## src/rtl/j1_io_pkg.sv

```systemverilog
// Shared definitions for the J1 I/O fabric.
// Contents:
//   - MAX_SLOTS : upper bound on peripheral slots.
//   - ST_*      : offsets of the fabric's registers inside its status page.
//   - ERR_*     : bit positions inside the ERR register.
package j1_io_pkg;

  localparam int unsigned MAX_SLOTS = 8;

  localparam logic [7:0] ST_ERR     = 8'd0;
  localparam logic [7:0] ST_BADADDR = 8'd1;
  localparam logic [7:0] ST_ACCCNT  = 8'd2;
  localparam logic [7:0] ST_ENMASK  = 8'd3;

  localparam int unsigned ERR_URD   = 0;
  localparam int unsigned ERR_UWR   = 1;
  localparam int unsigned ERR_MULTI = 2;
  localparam int unsigned ERR_W     = 3;

endpackage

```

## src/rtl/j1_io_status_regs.sv

```systemverilog
// Fabric status page: ERR (write-1-to-clear flags), BADADDR, ACCCNT, ENMASK.
// Ports:
//   clk, rst    : clock, synchronous active-high reset
//   st_wr       : CPU write to the status page (already qualified)
//   st_off      : offset inside the status page
//   wdata       : CPU write data
//   set_urd     : unmapped read this cycle
//   set_uwr     : unmapped write this cycle
//   set_multi   : strobed access that hit more than one slot
//   cnt_inc     : strobed access that hit a slot
//   bad_addr    : address captured on an unmapped access
//   en_mask     : slot-enable mask
//   rdata       : read data for st_off (current, pre-update values)
module j1_io_status_regs
  import j1_io_pkg::*;
#(
  parameter int unsigned N_SLOTS = 4
) (
  input  logic               clk,
  input  logic               rst,
  input  logic               st_wr,
  input  logic [7:0]         st_off,
  input  logic [15:0]        wdata,
  input  logic               set_urd,
  input  logic               set_uwr,
  input  logic               set_multi,
  input  logic               cnt_inc,
  input  logic [15:0]        bad_addr,
  output logic [N_SLOTS-1:0] en_mask,
  output logic [15:0]        rdata
);

  logic [ERR_W-1:0] err;
  logic [ERR_W-1:0] err_set;
  logic [ERR_W-1:0] err_clr;
  logic [15:0]      badaddr;
  logic [15:0]      acccnt;
  logic             unused_wdata;

  // Only the low bits of wdata matter for ERR and ENMASK.
  assign unused_wdata = ^wdata;

  always_comb begin
    err_set            = '0;
    err_set[ERR_URD]   = set_urd;
    err_set[ERR_UWR]   = set_uwr;
    err_set[ERR_MULTI] = set_multi;
    err_clr            = '0;
    if (st_wr && st_off == ST_ERR) err_clr = wdata[ERR_W-1:0];
  end

  always_ff @(posedge clk) begin
    if (rst) begin
      err     <= '0;
      badaddr <= '0;
      acccnt  <= '0;
      en_mask <= '1;
    end else begin
      // Set is applied after clear so a coincident event is never lost.
      err <= (err & ~err_clr) | err_set;
      if (set_urd || set_uwr) badaddr <= bad_addr;
      if (st_wr && st_off == ST_ACCCNT) acccnt <= '0;
      else if (cnt_inc && acccnt != 16'hFFFF) acccnt <= acccnt + 16'd1;
      if (st_wr && st_off == ST_ENMASK) en_mask <= wdata[N_SLOTS-1:0];
    end
  end

  always_comb begin
    rdata = '0;
    case (st_off)
      ST_ERR:     rdata = {{(16-ERR_W){1'b0}}, err};
      ST_BADADDR: rdata = badaddr;
      ST_ACCCNT:  rdata = acccnt;
      ST_ENMASK:  rdata = {{(16-N_SLOTS){1'b0}}, en_mask};
      default:    rdata = '0;
    endcase
  end

endmodule

```

## src/rtl/j1_io_fabric.sv

```systemverilog
// I/O interconnect between the J1 core and N_SLOTS memory-mapped peripherals.
// Decodes j1_io_addr[15:8] against a per-slot page table (lowest slot wins),
// forwards strobes combinationally, muxes read data back (combinational or
// registered) and hosts a local status page at STATUS_PAGE.
// Ports:
//   sys_clk_i, sys_rst_i : clock, synchronous active-high reset
//   j1_io_rd/wr/addr/dout: CPU side strobes, address, write data
//   j1_io_din            : read data to CPU
//   per_cs               : one-hot chip select of the winning slot
//   per_addr             : local address bits
//   per_rd, per_wr       : forwarded strobes (only when a slot hits)
//   per_din              : write data to peripherals
//   per_dout             : packed read data, slot i at [16i+15:16i]
module j1_io_fabric
  import j1_io_pkg::*;
#(
  parameter int unsigned           N_SLOTS     = 4,
  parameter logic [8*N_SLOTS-1:0]  SLOT_PAGES  = {8'h00, 8'h00, 8'h77, 8'h99},
  parameter int unsigned           LOCAL_AW    = 4,
  parameter logic [7:0]            STATUS_PAGE = 8'hFE,
  parameter bit                    READ_REG    = 1'b1
) (
  input  logic                    sys_clk_i,
  input  logic                    sys_rst_i,
  input  logic                    j1_io_rd,
  input  logic                    j1_io_wr,
  input  logic [15:0]             j1_io_addr,
  input  logic [15:0]             j1_io_dout,
  output logic [15:0]             j1_io_din,
  output logic [N_SLOTS-1:0]      per_cs,
  output logic [LOCAL_AW-1:0]     per_addr,
  output logic                    per_rd,
  output logic                    per_wr,
  output logic [15:0]             per_din,
  input  logic [16*N_SLOTS-1:0]   per_dout
);

  logic [7:0]         page;
  logic               st_sel;
  logic               live;
  logic [N_SLOTS-1:0] en_mask;
  logic [N_SLOTS-1:0] hit;
  logic [N_SLOTS-1:0] win;
  logic [N_SLOTS:0]   found;
  logic [15:0]        rd_chain [0:N_SLOTS];
  logic               any_hit;
  logic               multi;
  logic               any_strobe;
  logic               unmapped;
  logic [15:0]        st_rdata;
  logic [15:0]        rd_mux;

  assign page   = j1_io_addr[15:8];
  assign st_sel = (page == STATUS_PAGE);
  assign live   = ~sys_rst_i;

  assign found[0]    = 1'b0;
  assign rd_chain[0] = '0;

  // The status page takes precedence over any slot mapped to the same page.
  // found[] ripples upward so only the lowest hitting slot is selected.
  for (genvar i = 0; i < N_SLOTS; i++) begin : g_slot
    assign hit[i]        = (page == SLOT_PAGES[8*i +: 8]) && en_mask[i] && !st_sel;
    assign win[i]        = hit[i] && !found[i];
    assign found[i+1]    = found[i] | hit[i];
    assign rd_chain[i+1] = rd_chain[i] | ({16{win[i]}} & per_dout[16*i +: 16]);
  end

  assign any_hit    = found[N_SLOTS];
  assign multi      = |(hit & ~win);
  assign any_strobe = (j1_io_rd | j1_io_wr) & live;
  assign unmapped   = !any_hit && !st_sel;

  assign per_cs   = win;
  assign per_addr = j1_io_addr[LOCAL_AW-1:0];
  assign per_rd   = j1_io_rd & any_hit & live;
  assign per_wr   = j1_io_wr & any_hit & live;
  assign per_din  = j1_io_dout;

  j1_io_status_regs #(
    .N_SLOTS (N_SLOTS)
  ) u_status (
    .clk       (sys_clk_i),
    .rst       (sys_rst_i),
    .st_wr     (j1_io_wr & st_sel & live),
    .st_off    (j1_io_addr[7:0]),
    .wdata     (j1_io_dout),
    .set_urd   (j1_io_rd & unmapped & live),
    .set_uwr   (j1_io_wr & unmapped & live),
    .set_multi (any_strobe & multi),
    .cnt_inc   (any_strobe & any_hit),
    .bad_addr  (j1_io_addr),
    .en_mask   (en_mask),
    .rdata     (st_rdata)
  );

  // Unmapped addresses fall through to rd_chain[N_SLOTS], which is zero.
  assign rd_mux = st_sel ? st_rdata : rd_chain[N_SLOTS];

  if (READ_REG) begin : g_rreg
    logic [15:0] din_q;
    always_ff @(posedge sys_clk_i) begin
      if (sys_rst_i)     din_q <= '0;
      else if (j1_io_rd) din_q <= rd_mux;
    end
    assign j1_io_din = din_q;
  end else begin : g_rcomb
    assign j1_io_din = rd_mux;
  end

endmodule

```

## config.mk

```make
export PLATFORM = sky130hd
export DESIGN_NAME = j1_io_fabric
export DESIGN_NICKNAME = d
export VERILOG_FILES = /design/src/rtl/j1_io_pkg.sv /design/src/rtl/j1_io_status_regs.sv /design/src/rtl/j1_io_fabric.sv
export SDC_FILE = /design/constraint.sdc
export NUM_CORES = 1
export LEC_CHECK = 0
export ABC_AREA = 1
export ABC_CLOCK_PERIOD_IN_PS = 3720
export CAP_MARGIN = 20
export CORE_MARGIN = 5
export CORE_UTILIZATION = 49
export DETAILED_ROUTE_END_ITERATION = 16
export PLACE_DENSITY_LB_ADDON = 0.08
export SLEW_MARGIN = 20
export SYNTH_ARGS = -nofsm -noshare
export SYNTH_HDL_FRONTEND = slang
export SYNTH_SLANG_ARGS = --single-unit
```

## constraint.sdc

```tcl
create_clock -name sys_clk_i -period 3.72 [get_ports sys_clk_i]
set_input_delay 0.372 -clock sys_clk_i [delete_from_list [all_inputs] [get_ports sys_clk_i]]
set_output_delay 0.372 -clock sys_clk_i [all_outputs]
set_load 0.01 [all_outputs]
```

* After elaboration in Yosys (flattened, before gate mapping) *
Cells that the tools add are included.

storage, ports and cells
  flip-flop bits (word level) = 55
  bits of input ports = 100
  logic and storage cells = 72

cells by class
  add/subtract/negate cells = 1
  eq/ne operators = 7
  multiplexer cells = 3
  bitwise logic cells = 30
  reduce and logical (&&, ||, !) cells = 26

operators with widths
  kind                                            number
  AND 16 bit                                      4
  one-hot mux 16 bit (4 select lines)             1
  bitwise OR 16 bit                               3
  adder 16 x 1 -> 16 bit (second input constant)  1
  == test 8 x 2 -> 1 bit (second input constant)  2
  == test 8 bit (second input constant)           2
  logical AND 1 bit                               16
  logical NOT 8 bit                               2
  two-way mux 16 bit                              1
  != test 16 bit (second input constant)          1
  AND 1 bit                                       13
  == test 8 x 1 -> 1 bit (second input constant)  1
  == test 8 x 7 -> 1 bit (second input constant)  1
  logical NOT 1 bit                               5
  AND 4 bit                                       1
  NOT 4 bit                                       1
  bitwise OR 1 bit                                4
  OR reduction 4 bit                              1
  AND 3 bit                                       1
  two-way mux 3 bit                               1
  NOT 3 bit                                       1
  bitwise OR 3 bit                                1
  OR reduction 2 bit                              1
  logical OR 1 bit                                1
  NOT 1 bit                                       1

* Depth between registers and ports, before layout *
  word-level depth = 12
  depth in mapped cells = 13
  depth with buffers taken out = 12

* Modules after synthesis *
From an unflattened synthesis, not the netlist that was laid out.

unflattened totals
  cell total of the unflattened synthesis = 663
  area, all modules = 4036.4 um^2

by module, submodules not included
  module             instances  cells an instance  area an instance (um^2)  seq. area each (um^2)
  j1_io_status_regs  1          340                2213.4                   780.7
  j1_io_fabric       1          323                1823.0                   320.3

* Least setup slack after synthesis *
Ideal clock, no wire load.

  path type = input-to-output
  start point = input port j1_io_addr[8]
  end point = output port per_wr
  arrival time = 1.280 ns
  data required time = 3.348 ns
  path slack = 2.068 ns
  stages = 9
  buffers on the path = 2
  path through = nor2_1 > nand3_2 > nor2_4 > nand2_2 > nand3_2 > buf_6 > buf_6 > nand2_1 > inv_1

on the way
  cells in the longest elaborated chain, start to end = 8
  elaborated cells between the ends (all ways) = 18
  those cells by class = eq/ne: 3; bitwise: 5; reduce/logical: 10

ends and longest elaborated chain
  element                                                 line                text
  from (decl)                                             j1_io_fabric.sv:27  input logic [15:0] j1_io_addr,
  == test 8 bit, or another cell as far along             j1_io_fabric.sv:63  assign hit[i] = (page == SLOT_PAGES[8*i +: 8]) && en_mask[i] && !st_sel;
  logical AND 1 bit or logical NOT 1 bit (tied branches)  j1_io_fabric.sv:63
  logical AND 1 bit                                       j1_io_fabric.sv:63
  bitwise OR 1 bit (2 in a row)                           j1_io_fabric.sv:65  assign found[i+1] = found[i] | hit[i];
  bitwise OR 1 bit (*)                                    j1_io_fabric.sv:65
  AND 1 bit (*) (2 in a row)                              j1_io_fabric.sv:77  assign per_wr = j1_io_wr & any_hit & live;
  to (decl)                                               j1_io_fabric.sv:33  output logic per_wr,

Every way passes the cells marked *; elsewhere a longest branch is shown, timed or not.

* Final worst setup path *
  start point = input port j1_io_addr[10]
  end point = output port per_cs[3]

on the way
  cells in the longest elaborated chain, start to end = 7
  elaborated cells between the ends (all ways) = 17
  those cells by class = eq/ne: 3; bitwise: 2; reduce/logical: 12

ends and longest elaborated chain
  element                                                 line                text
  == test 8 bit, or another cell as far along             j1_io_fabric.sv:63
  logical AND 1 bit or logical NOT 1 bit (tied branches)  j1_io_fabric.sv:63
  logical AND 1 bit                                       j1_io_fabric.sv:63
  bitwise OR 1 bit (2 in a row)                           j1_io_fabric.sv:65
  logical NOT 1 bit                                       j1_io_fabric.sv:64  assign win[i] = hit[i] && !found[i];
  logical AND 1 bit (*)                                   j1_io_fabric.sv:64
  to (decl)                                               j1_io_fabric.sv:30  output logic [N_SLOTS-1:0] per_cs,

Marked as above.

==> results.md <==
- Cell Rows: 32
- Data arrival time of the worst path: ~2.5 ns
- Post-synth cell types: 30
- Drt first pass iters: 5
- CTS root buf: clkbuf_8
- PwrDens: 246 mW/mm^2
- Final nets: 832
- Post-DRT Antenna Nets: 0
- Switch Pwr: roughly 0.33 mW
- H-Tree Depth: 2
- Vias: about 4300
- Half-perimeter wire length after placement: 9.26 mm
- Setup-failing EPs final: 0
- Endpoint class of the critical path: primary output
- Fin util: 65.1%
- Syn_nets: 748
- Outcome: finished clean
- Leakage: 2.20 nW
- DRT iter0 DRCs: 259
- Setup tns final: 0 ns
- Synthesized flop and latch total: 55
- Design Power: 1.23 mW
- Max Fclk: about 340 MHz
- Die height: between 90 and 100 microns
- CTS Buf Count: 5
- Core Box Area: 0.00769 sq mm
- Comb power frac: 20.5%
- Area delta synth->final: 30.1%
- Filler instances: between 700 and 800
- Share of cells above drive strength 1: 6.42%
- Crit start category: input port
- Hold Path Class: register to register
- Clock Skew: around 0.012 ns
- GP Congestion: 0.892
- Mapped Avg Cell Area: between 5 and 6 sq um
- Final hold vios: 0
- Pin count of the biggest net entering global routing: 33
- Max FO, Critical Path: 12
- Clock tree buffer depth: 2
- Final Slew Violations: 0
- TritonCTS clock tree: done
- Setup Crit Path Kind: input port to primary output
- Setup Buffers After CTS: 0
- Maximum VDD drop: 0.000145 V
- Final period util: 78.4%
- Initial antenna violation count: 0
- Worst-path clk slew: between 0.1 and 0.15 ns
- Power share of the sequential group: 50.6%
- Overflow after GRT: 0
- Top delay family on crit path: buffers and inverters
- Slew HR: 47.9%
- Int Power: 0.903 mW
- Min cycle time layout: 2.92 ns
- DR vias/cell: 5.14
- Net Sw Frac: 26.5%
- CP required: 3.35 ns
- Mapped Area: 0.00384 sq mm
- RSZ-0062 raised after global routing: false
- Total track usage: 24.0%
- Diode count: 0
- DR DRC count: 0
- Slowest-stage cell, CP: clkdlybuf4s50_1
- Cell breakdown of the critical path: clkdlybuf4s50_1 -> nor2_2 -> nand2_4 -> inv_2 -> nand2_2 -> nand2_2 -> inv_2 -> nand2_1 -> nor2_2 -> clkdlybuf4s50_1
- Final wirelength: ~12 mm
- Sequential share of the synthesized area: 28.6%
- # Max-Cap Violations: 0
- Largest stage delay on the critical path: 0.65 ns
- First-pass GRT wire length: 19.3 mm
- Die Area: 0.00972 sq mm
- Number of clock sinks: between 50 and 60
- Mapped Cells: 647
- CP bufs+invs: 4
- Worst-Skew Late Latency: 0.31 ns
- Die Wd: 98.6 microns
- Syn. warnings: 0
- Initial Util: 50.0%
- Hold Slack: 0.474 ns
- Port buffer count: roughly 120
- Clock Power Share: 28.8%
- I/O pin cnt: between 100 and 150
- Vias in the first global route: 3973
- PostCTS Resize Cnt: 0
- Hold-fix buffers, CTS: 0
- Wire length per cell: 14.3 microns
- Worst-margin pin slew: 0.780 ns
[state kept, by name, summed over array words and instances (netlist names)]
register and flops:
u_status.badaddr 16, u_status.err 3, u_status.en_mask 4, u_status.acccnt 16, j1_io_din 16
[cell usage after synthesis, drive strengths merged]
master	number	share of area [%]
clkbuf	10	0.98
nor2	104	11
xor2	4	0.91
nor3	5	1.1
ha	1	0.33
dfxtp	55	29
buf	38	6.8
nand2	207	21
nand3	62	8.5
xnor2	2	0.46
nor4	1	0.33
nand4	24	4.5
clkinv	2	0.20
a21oi	45	6.0
o21ai	25	3.4
inv	62	6.1
[cells by family (layout without fill, tap and decap cells)]
kind of cell	after synthesis	after routing	synth area share, %
xor gates and xnor gates	6	6	1.37
buffers and inverters	112	197	14.0
and+or+nand+nor	403	403	46.3
DFF	55	55	28.6
adders and majority gates	1	1	0.325
AOI/OAI and AO/OA	70	70	9.31
[per-layer routing]
| metal | part of all wire [%] | vias to the layer above | GRT usage, % |
|---|---|---|---|
| met3 | 5.4 | 23 | 4.03 |
| met2 | 49 | 137 | 41.5 |
| met4 | 2.3 | 0 | 6.41 |
| li1 | - | 2197 | - |
| met5 | 0 | - | 0 |
| met1 | 43 | 1929 | 30.8 |
[layout by cell type, fill, tap and decap left out, types with 8 or more instances in the layout]
| cell | Yosys | final |
|---|---|---|
| nand4_1 | 22 | 22 |
| nand2_1 | 202 | 202 |
| clkdlybuf4s50_1 | 0 | 117 |
| nor2_1 | 94 | 94 |
| o21ai_0 | 24 | 24 |
| inv_1 | 56 | 56 |
| buf_4 | 21 | 8 |
| dfxtp_1 | 55 | 55 |
| a21oi_1 | 44 | 44 |
| nand3_1 | 59 | 59 |
[final cells by class]
class / count / area [sq um] / share of cell area, %
Clock buffer: 6 / 82.6 / 1.65
Clock inverter: 2 / 16.3 / 0.325
Inverter: 64 / 240 / 4.80
Multi-Input combinational cell: 480 / 2200 / 44.0
Sequential cell: 55 / 1100 / 22.0
Tap cell: 102 / 128 / 2.55
Timing Repair Buffer: 125 / 1230 / 24.6
[power by group through the flow]
stage | combinational (mW) | clock (mW) | sequential [mW]
after global routing | 0.276 | 0.393 | 0.625
after floorplan | 0.117 | 0 | 0.638
after global placement | 0.247 | 0 | 0.635
after detailed placement | 0.251 | 0 | 0.636
after CTS | 0.252 | 0.365 | 0.622
final | 0.252 | 0.354 | 0.622
[stage by stage]
stage | instances | area (sq um) | setup WS [ns]
after floorplan | 647 | 3840 | 2.07
after global placement | 826 | 4900 | 0.846
after detailed placement | 826 | 4900 | 0.826
after CTS | 834 | 5000 | 0.819
after global routing | 834 | 5000 | 0.686
final | 834 | 5000 | 0.803
[worst paths after layout]
kind / cells after the start / endpoint / slack (ns) / from
setup reg to reg: 7 / u_status.acccnt[9]$_SDFFE_PP0P_ / 1.73 / u_status.acccnt[1]$_SDFFE_PP0P_
setup / recovery: 10 / per_cs[3] / 0.80 / j1_io_addr[10]
hold / removal: 2 / u_status.err[0]$_SDFF_PP0_ / 0.47 / u_status.err[0]$_SDFF_PP0_
hold reg to reg: 2 / u_status.err[0]$_SDFF_PP0_ / 0.47 / u_status.err[0]$_SDFF_PP0_
[worst min-delay path: stages, from the launching register on]
cell and delay, ns:
dfxtp_1 0.33, nand3_1 0.07, nand2_1 0.04
(Power assumes the default switching activity.)
